`src/rtl/xgs_regif_pkg.sv`:
```
// Shared definitions for blocks that sit on the XGS register-file slave port.
package xgs_regif_pkg;

  typedef enum logic [1:0] {
    IDLE    = 2'd0,
    ISSUE   = 2'd1,
    WAIT_RD = 2'd2,
    RESP    = 2'd3
  } arb_state_t;

  localparam int REG_DATA_W = 32;

  // Read data handed back when the slave never answers.
  localparam logic [REG_DATA_W-1:0] DEFAULT_POISON = 32'hDEAD_BEEF;

endpackage

```
`src/rtl/rr_arbiter.sv`:
```
// Combinational round-robin picker: first request found after last_grant, with wrap.
module rr_arbiter #(
  parameter int N     = 3,
  parameter int IDX_W = $clog2(N)
) (
  input  logic [N-1:0]     req,
  input  logic [IDX_W-1:0] last_grant,
  output logic [N-1:0]     grant,
  output logic [IDX_W-1:0] grant_idx,
  output logic             valid
);

  logic [IDX_W-1:0] probe_idx;

  // Scan N positions starting one past the previous winner; the first hit wins.
  always_comb begin
    grant     = '0;
    grant_idx = '0;
    valid     = 1'b0;
    probe_idx = '0;
    for (int i = 1; i <= N; i++) begin
      probe_idx = IDX_W'((int'(last_grant) + i) % N);
      if (!valid && req[probe_idx]) begin
        valid            = 1'b1;
        grant_idx        = probe_idx;
        grant[probe_idx] = 1'b1;
      end
    end
  end

endmodule

```
`src/rtl/reg_access_arbiter.sv`:
```
// Shares the register-file slave port between N_MASTERS requesters, one
// transaction at a time, with round-robin grant and a read timeout that
// returns POISON instead of hanging the requester.
module reg_access_arbiter
  import xgs_regif_pkg::*;
#(
  parameter int                    N_MASTERS = 3,
  parameter int                    ADDR_W    = 11,
  parameter int                    TIMEOUT   = 64,
  parameter logic [REG_DATA_W-1:0] POISON    = DEFAULT_POISON
) (
  input  logic                              sys_clk,
  input  logic                              sys_reset_n,
  input  logic [N_MASTERS-1:0]              m_req,
  input  logic [N_MASTERS-1:0]              m_wr,
  input  logic [N_MASTERS*ADDR_W-1:0]       m_addr,
  input  logic [N_MASTERS*REG_DATA_W-1:0]   m_wdata,
  input  logic [N_MASTERS*4-1:0]            m_be,
  output logic [N_MASTERS-1:0]              m_ack,
  output logic [REG_DATA_W-1:0]             m_rdata,
  output logic                              m_err,
  output logic                              reg_write,
  output logic                              reg_read,
  output logic [ADDR_W-1:0]                 reg_addr,
  output logic [REG_DATA_W-1:0]             reg_writedata,
  output logic [3:0]                        reg_beN,
  input  logic                              reg_readdatavalid,
  input  logic [REG_DATA_W-1:0]             reg_readdata,
  output logic                              busy,
  output logic [15:0]                       timeout_cnt
);

  localparam int               IDX_W     = $clog2(N_MASTERS);
  localparam int               CNT_W     = $clog2(TIMEOUT);
  localparam logic [CNT_W-1:0] WAIT_LAST = CNT_W'(TIMEOUT - 1);

  // Per-master views of the flattened request buses.
  logic [ADDR_W-1:0]     addr_arr  [N_MASTERS];
  logic [REG_DATA_W-1:0] wdata_arr [N_MASTERS];
  logic [3:0]            be_arr    [N_MASTERS];

  for (genvar gi = 0; gi < N_MASTERS; gi++) begin : g_unpack
    assign addr_arr[gi]  = m_addr[gi*ADDR_W +: ADDR_W];
    assign wdata_arr[gi] = m_wdata[gi*REG_DATA_W +: REG_DATA_W];
    assign be_arr[gi]    = m_be[gi*4 +: 4];
  end

  arb_state_t            state_q;
  logic [IDX_W-1:0]      last_grant_q;
  logic [N_MASTERS-1:0]  grant_oh_q;
  logic                  wr_q;
  logic                  reg_write_q;
  logic                  reg_read_q;
  logic [ADDR_W-1:0]     reg_addr_q;
  logic [REG_DATA_W-1:0] reg_wdata_q;
  logic [3:0]            reg_be_n_q;
  logic [CNT_W-1:0]      wait_cnt_q;
  logic [N_MASTERS-1:0]  ack_q;
  logic [REG_DATA_W-1:0] rdata_q;
  logic                  err_q;
  logic [15:0]           timeout_cnt_q;

  logic [N_MASTERS-1:0]  arb_grant;
  logic [IDX_W-1:0]      arb_idx;
  logic                  arb_valid;

  rr_arbiter #(
    .N     (N_MASTERS),
    .IDX_W (IDX_W)
  ) u_rr (
    .req        (m_req),
    .last_grant (last_grant_q),
    .grant      (arb_grant),
    .grant_idx  (arb_idx),
    .valid      (arb_valid)
  );

  // Transaction FSM; strobes and ack are single-cycle registered pulses,
  // while the holding registers double as the slave address/data/byte-enable outputs.
  always_ff @(posedge sys_clk) begin
    if (!sys_reset_n) begin
      state_q       <= IDLE;
      last_grant_q  <= IDX_W'(N_MASTERS - 1);
      grant_oh_q    <= '0;
      wr_q          <= 1'b0;
      reg_write_q   <= 1'b0;
      reg_read_q    <= 1'b0;
      reg_addr_q    <= '0;
      reg_wdata_q   <= '0;
      reg_be_n_q    <= 4'hF;
      wait_cnt_q    <= '0;
      ack_q         <= '0;
      rdata_q       <= '0;
      err_q         <= 1'b0;
      timeout_cnt_q <= '0;
    end else begin
      reg_write_q <= 1'b0;
      reg_read_q  <= 1'b0;
      ack_q       <= '0;
      case (state_q)
        IDLE: begin
          if (arb_valid) begin
            grant_oh_q   <= arb_grant;
            last_grant_q <= arb_idx;
            wr_q         <= m_wr[arb_idx];
            reg_addr_q   <= addr_arr[arb_idx];
            reg_wdata_q  <= wdata_arr[arb_idx];
            reg_be_n_q   <= ~be_arr[arb_idx];
            reg_write_q  <= m_wr[arb_idx];
            reg_read_q   <= ~m_wr[arb_idx];
            state_q      <= ISSUE;
          end
        end
        ISSUE: begin
          if (wr_q) begin
            ack_q   <= grant_oh_q;
            rdata_q <= '0;
            err_q   <= 1'b0;
            state_q <= RESP;
          end else begin
            wait_cnt_q <= '0;
            state_q    <= WAIT_RD;
          end
        end
        WAIT_RD: begin
          // Real data beats the timeout when both land in the same cycle.
          if (reg_readdatavalid) begin
            ack_q   <= grant_oh_q;
            rdata_q <= reg_readdata;
            err_q   <= 1'b0;
            state_q <= RESP;
          end else if (wait_cnt_q == WAIT_LAST) begin
            ack_q   <= grant_oh_q;
            rdata_q <= POISON;
            err_q   <= 1'b1;
            if (timeout_cnt_q != 16'hFFFF) begin
              timeout_cnt_q <= timeout_cnt_q + 16'd1;
            end
            state_q <= RESP;
          end else begin
            wait_cnt_q <= wait_cnt_q + CNT_W'(1);
          end
        end
        RESP: begin
          state_q <= IDLE;
        end
        default: begin
          state_q <= IDLE;
        end
      endcase
    end
  end

  assign m_ack         = ack_q;
  assign m_rdata       = rdata_q;
  assign m_err         = err_q;
  assign reg_write     = reg_write_q;
  assign reg_read      = reg_read_q;
  assign reg_addr      = reg_addr_q;
  assign reg_writedata = reg_wdata_q;
  assign reg_beN       = reg_be_n_q;
  assign busy          = (state_q != IDLE);
  assign timeout_cnt   = timeout_cnt_q;

endmodule

```
`config.mk`:
```
export PLATFORM = sky130hd
export DESIGN_NAME = reg_access_arbiter
export DESIGN_NICKNAME = d
export VERILOG_FILES = /design/src/rtl/xgs_regif_pkg.sv /design/src/rtl/rr_arbiter.sv /design/src/rtl/reg_access_arbiter.sv
export SDC_FILE = /design/constraint.sdc
export NUM_CORES = 1
export LEC_CHECK = 0
export ABC_AREA = 0
export CAP_MARGIN = 25
export CORE_AREA = 10 10 131 133
export DETAILED_ROUTE_END_ITERATION = 16
export DIE_AREA = 0 0 141 143
export DONT_BUFFER_PORTS = 1
export SYNTH_ARGS = -nofsm -noshare
export SYNTH_HDL_FRONTEND = slang
export SYNTH_HIERARCHICAL = 1
export SYNTH_SLANG_ARGS = --single-unit
export TNS_END_PERCENT = 30
```
`constraint.sdc`:
```
create_clock -name sys_clk -period 2.4 [get_ports sys_clk]
set_input_delay 0.48 -clock sys_clk [delete_from_list [all_inputs] [get_ports sys_clk]]
set_output_delay 0.48 -clock sys_clk [all_outputs]
set_load 0.005 [all_outputs]
```
==> metrics.txt <==
Worst VDD drop 0.000859 V; DRC Markers 0; nets 868; global-route wire length before repair 29700 um; R2R setup slack 60 ps; crit end category flop; # Max-Cap Violations 0; Die Height 143 um; CTS buffer count 17; worst r2r src last_grant_q[1]; routed vias 5346; # IOs 284; FF-to-FF End reg_addr[0]; Cells after DPL 832; synthesized flop and latch total 115; grt total ovfl 0; vias per inst 6.12; Synth Instances 673; HP Class input pin to flop; share of post-route cells with drive strength above 1 19.9%; Post-synth EDFFs 0; drt total wl 20000 um; crit path capture reg_addr[0]; status complete, no violations; Starting Density 39.9%; Fin Clk Skew 15.1 ps; die width 141 um; worst-case clock buffer depth 2; gr usage total 18.3%; Final period util 97.5%; post-synthesis sequential area ratio 40.0%; Final GP Congestion 0.843; syn_nets 864; DRT iter0 DRCs 294; worst-path fanout max 6; num rows 44; design area 7110 sq um; Reg clk slew, reported paths 50 ps; post-layout min period 2340 ps; Max Slew Vio Count 0; Crit Path Class flop to flop; synth top area cells dfxtp_1, mux2i_1, nor2_1; power per cell area 1490 nW/um^2; worst skew pair latency 420 ps; FF-to-FF path depth 12; Post-DP HPWL 14800 um; ys flop type dfxtp_1; data required time of the worst path 2680 ps; antenna viol nets, final 0; root buffer cell clkbuf_16; Post-synth ARST share 0%; Layout Cells excl Fill 874; Mapped Area 5760 sq um; Critical Path AT 2620 ps; Max transition margin 53.1%; startpoint types flop; drt wl/cell 22.9 um; # diodes 0; DIE AREA 20200 sq um; Cell Area, Placed 6130 sq um; # hold bufs at CTS 0; CTS tree built; RSZ-0062 raised after global routing yes; Post-Syn Area per Cell 8.55 sq um; input/output buffers 0; initial antenna violation count 0; dominant cell type by area after synthesis dfxtp_1; final hold vios 0; worst setup path start last_grant_q[1]; leakage 0.00244 uW; actual slew at the worst max-slew pin 703 ps; Pre-Repair DR Iteration Count 4; fmax 427 MHz; H-tree Lvls 4; largest net degree at the start of global routing 46; vias in the first global route 5323; hold_sp sys_reset_n; core footprint 14400 sq um; Setup Viol. Count Final 0; Unique masters post-synth 55; most frequent cell after synthesis dfxtp_1; synth cell count leaders dfxtp_1, nor2_1, a21oi_1; Synth warnings 6; clock sinks 115; Layout area overhead 23.5%; Yosys top cell area share 40.0%
-- worst max-delay path, stage by stage (launching register included) --
cell,delay [ps]
dfxtp_2,350
inv_2,90
ha_4,180
mux2i_4,250
o21ai_4,80
buf_12,140
o21ai_4,290
buf_12,180
buf_12,110
mux2i_1,200
nor2_1,60
a211oi_1,210
nor3_1,60
-- power by group --
group	leakage, uW	switching [uW]	internal (uW)	total, uW
clock	0.000294	912	1750	2670
combinational	0.00120	2860	2390	5250
sequential	0.000939	360	2320	2680
total	0.00244	4130	6470	10600
-- layout by cell type, fill, tap and decap left out, types with 18 or more instances in the layout --
cell type | netlist | routed
dfxtp_1 | 115 | 113
nor2_1 | 76 | 68
a21oi_1 | 56 | 55
mux2i_1 | 52 | 46
o21ai_0 | 44 | 40
nand2_1 | 38 | 38
nor3_1 | 26 | 26
buf_4 | 2 | 25
o2111ai_1 | 24 | 24
clkbuf_16 | 0 | 19
a221o_1 | 18 | 18
-- repair_timing --
item / 4_1_cts / 5_1_grt
gates resized for setup: 11 / 41
cloned: 1 / 2
endpoints found under the setup margin: 48 / 55
buffers inserted: 4 / 3
pin swaps: 3 / 10
-- cell families after synthesis --
logic type | Yosys count | share of synthesized area [%]
mux | 52 | 9.04
simple gates | 215 | 18.9
fa+ha+maj | 9 | 1.96
flops | 115 | 40.0
buf+inv | 70 | 5.17
compound gates | 212 | 24.9
-- sequential cells by signal, indices dropped and copies added, names as in the netlist, 2 cells and up --
signal and flops:
reg_writedata 32, reg_beN 4, grant_oh_q 3, m_rdata 32, m_ack 3, wait_cnt_q 6
timeout_cnt 16, reg_addr 11, state_q 2, last_grant_q 2
-- area by class of cell --
type	count	area [sq um]
inverter	11	41.3
tap	184	230
multi-input combinational	488	3390
clock buffer	18	439
sequential	115	2300
timing repair buffer	44	515
fill	1356	7320
clock inverter	14	186
-- worst min-delay path by stage --
stage                     to  depth (start not counted)
2_1_floorplan  grant_oh_q[0]                          2
3_3_place_gp   grant_oh_q[2]                          2
3_5_place_dp   grant_oh_q[0]                          2
4_1_cts           reg_beN[3]                          1
5_1_grt           reg_beN[3]                          1
6_report          reg_beN[3]                          1
-- metal layers --
layer  up-vias  GRT usage [%]  routed length, um
met4         0           6.85                408
met2       250           29.8               9790
met5         -              0                  0
li1       2532              -                  -
met3        24           8.39               2020
met1      2540           20.6               7800
-- stage by stage --
stage | setup slack (ps) | util (%) | hold WS (ps) | total power, uW | TNS [ps]
after floorplan | -2.17 | - | 432 | 5730 | -2.17
final | 59.3 | 49.3 | 145 | 10600 | 0
after global routing | -49.0 | 49.3 | 124 | 11200 | -311
after CTS | -15.8 | 47.7 | 123 | 10100 | -49.6
after detailed placement | -203 | 42.5 | 443 | 7200 | -5370
after global placement | -89.6 | 42.4 | 439 | 7010 | -1850
Power figures use the tool's default switching activity.
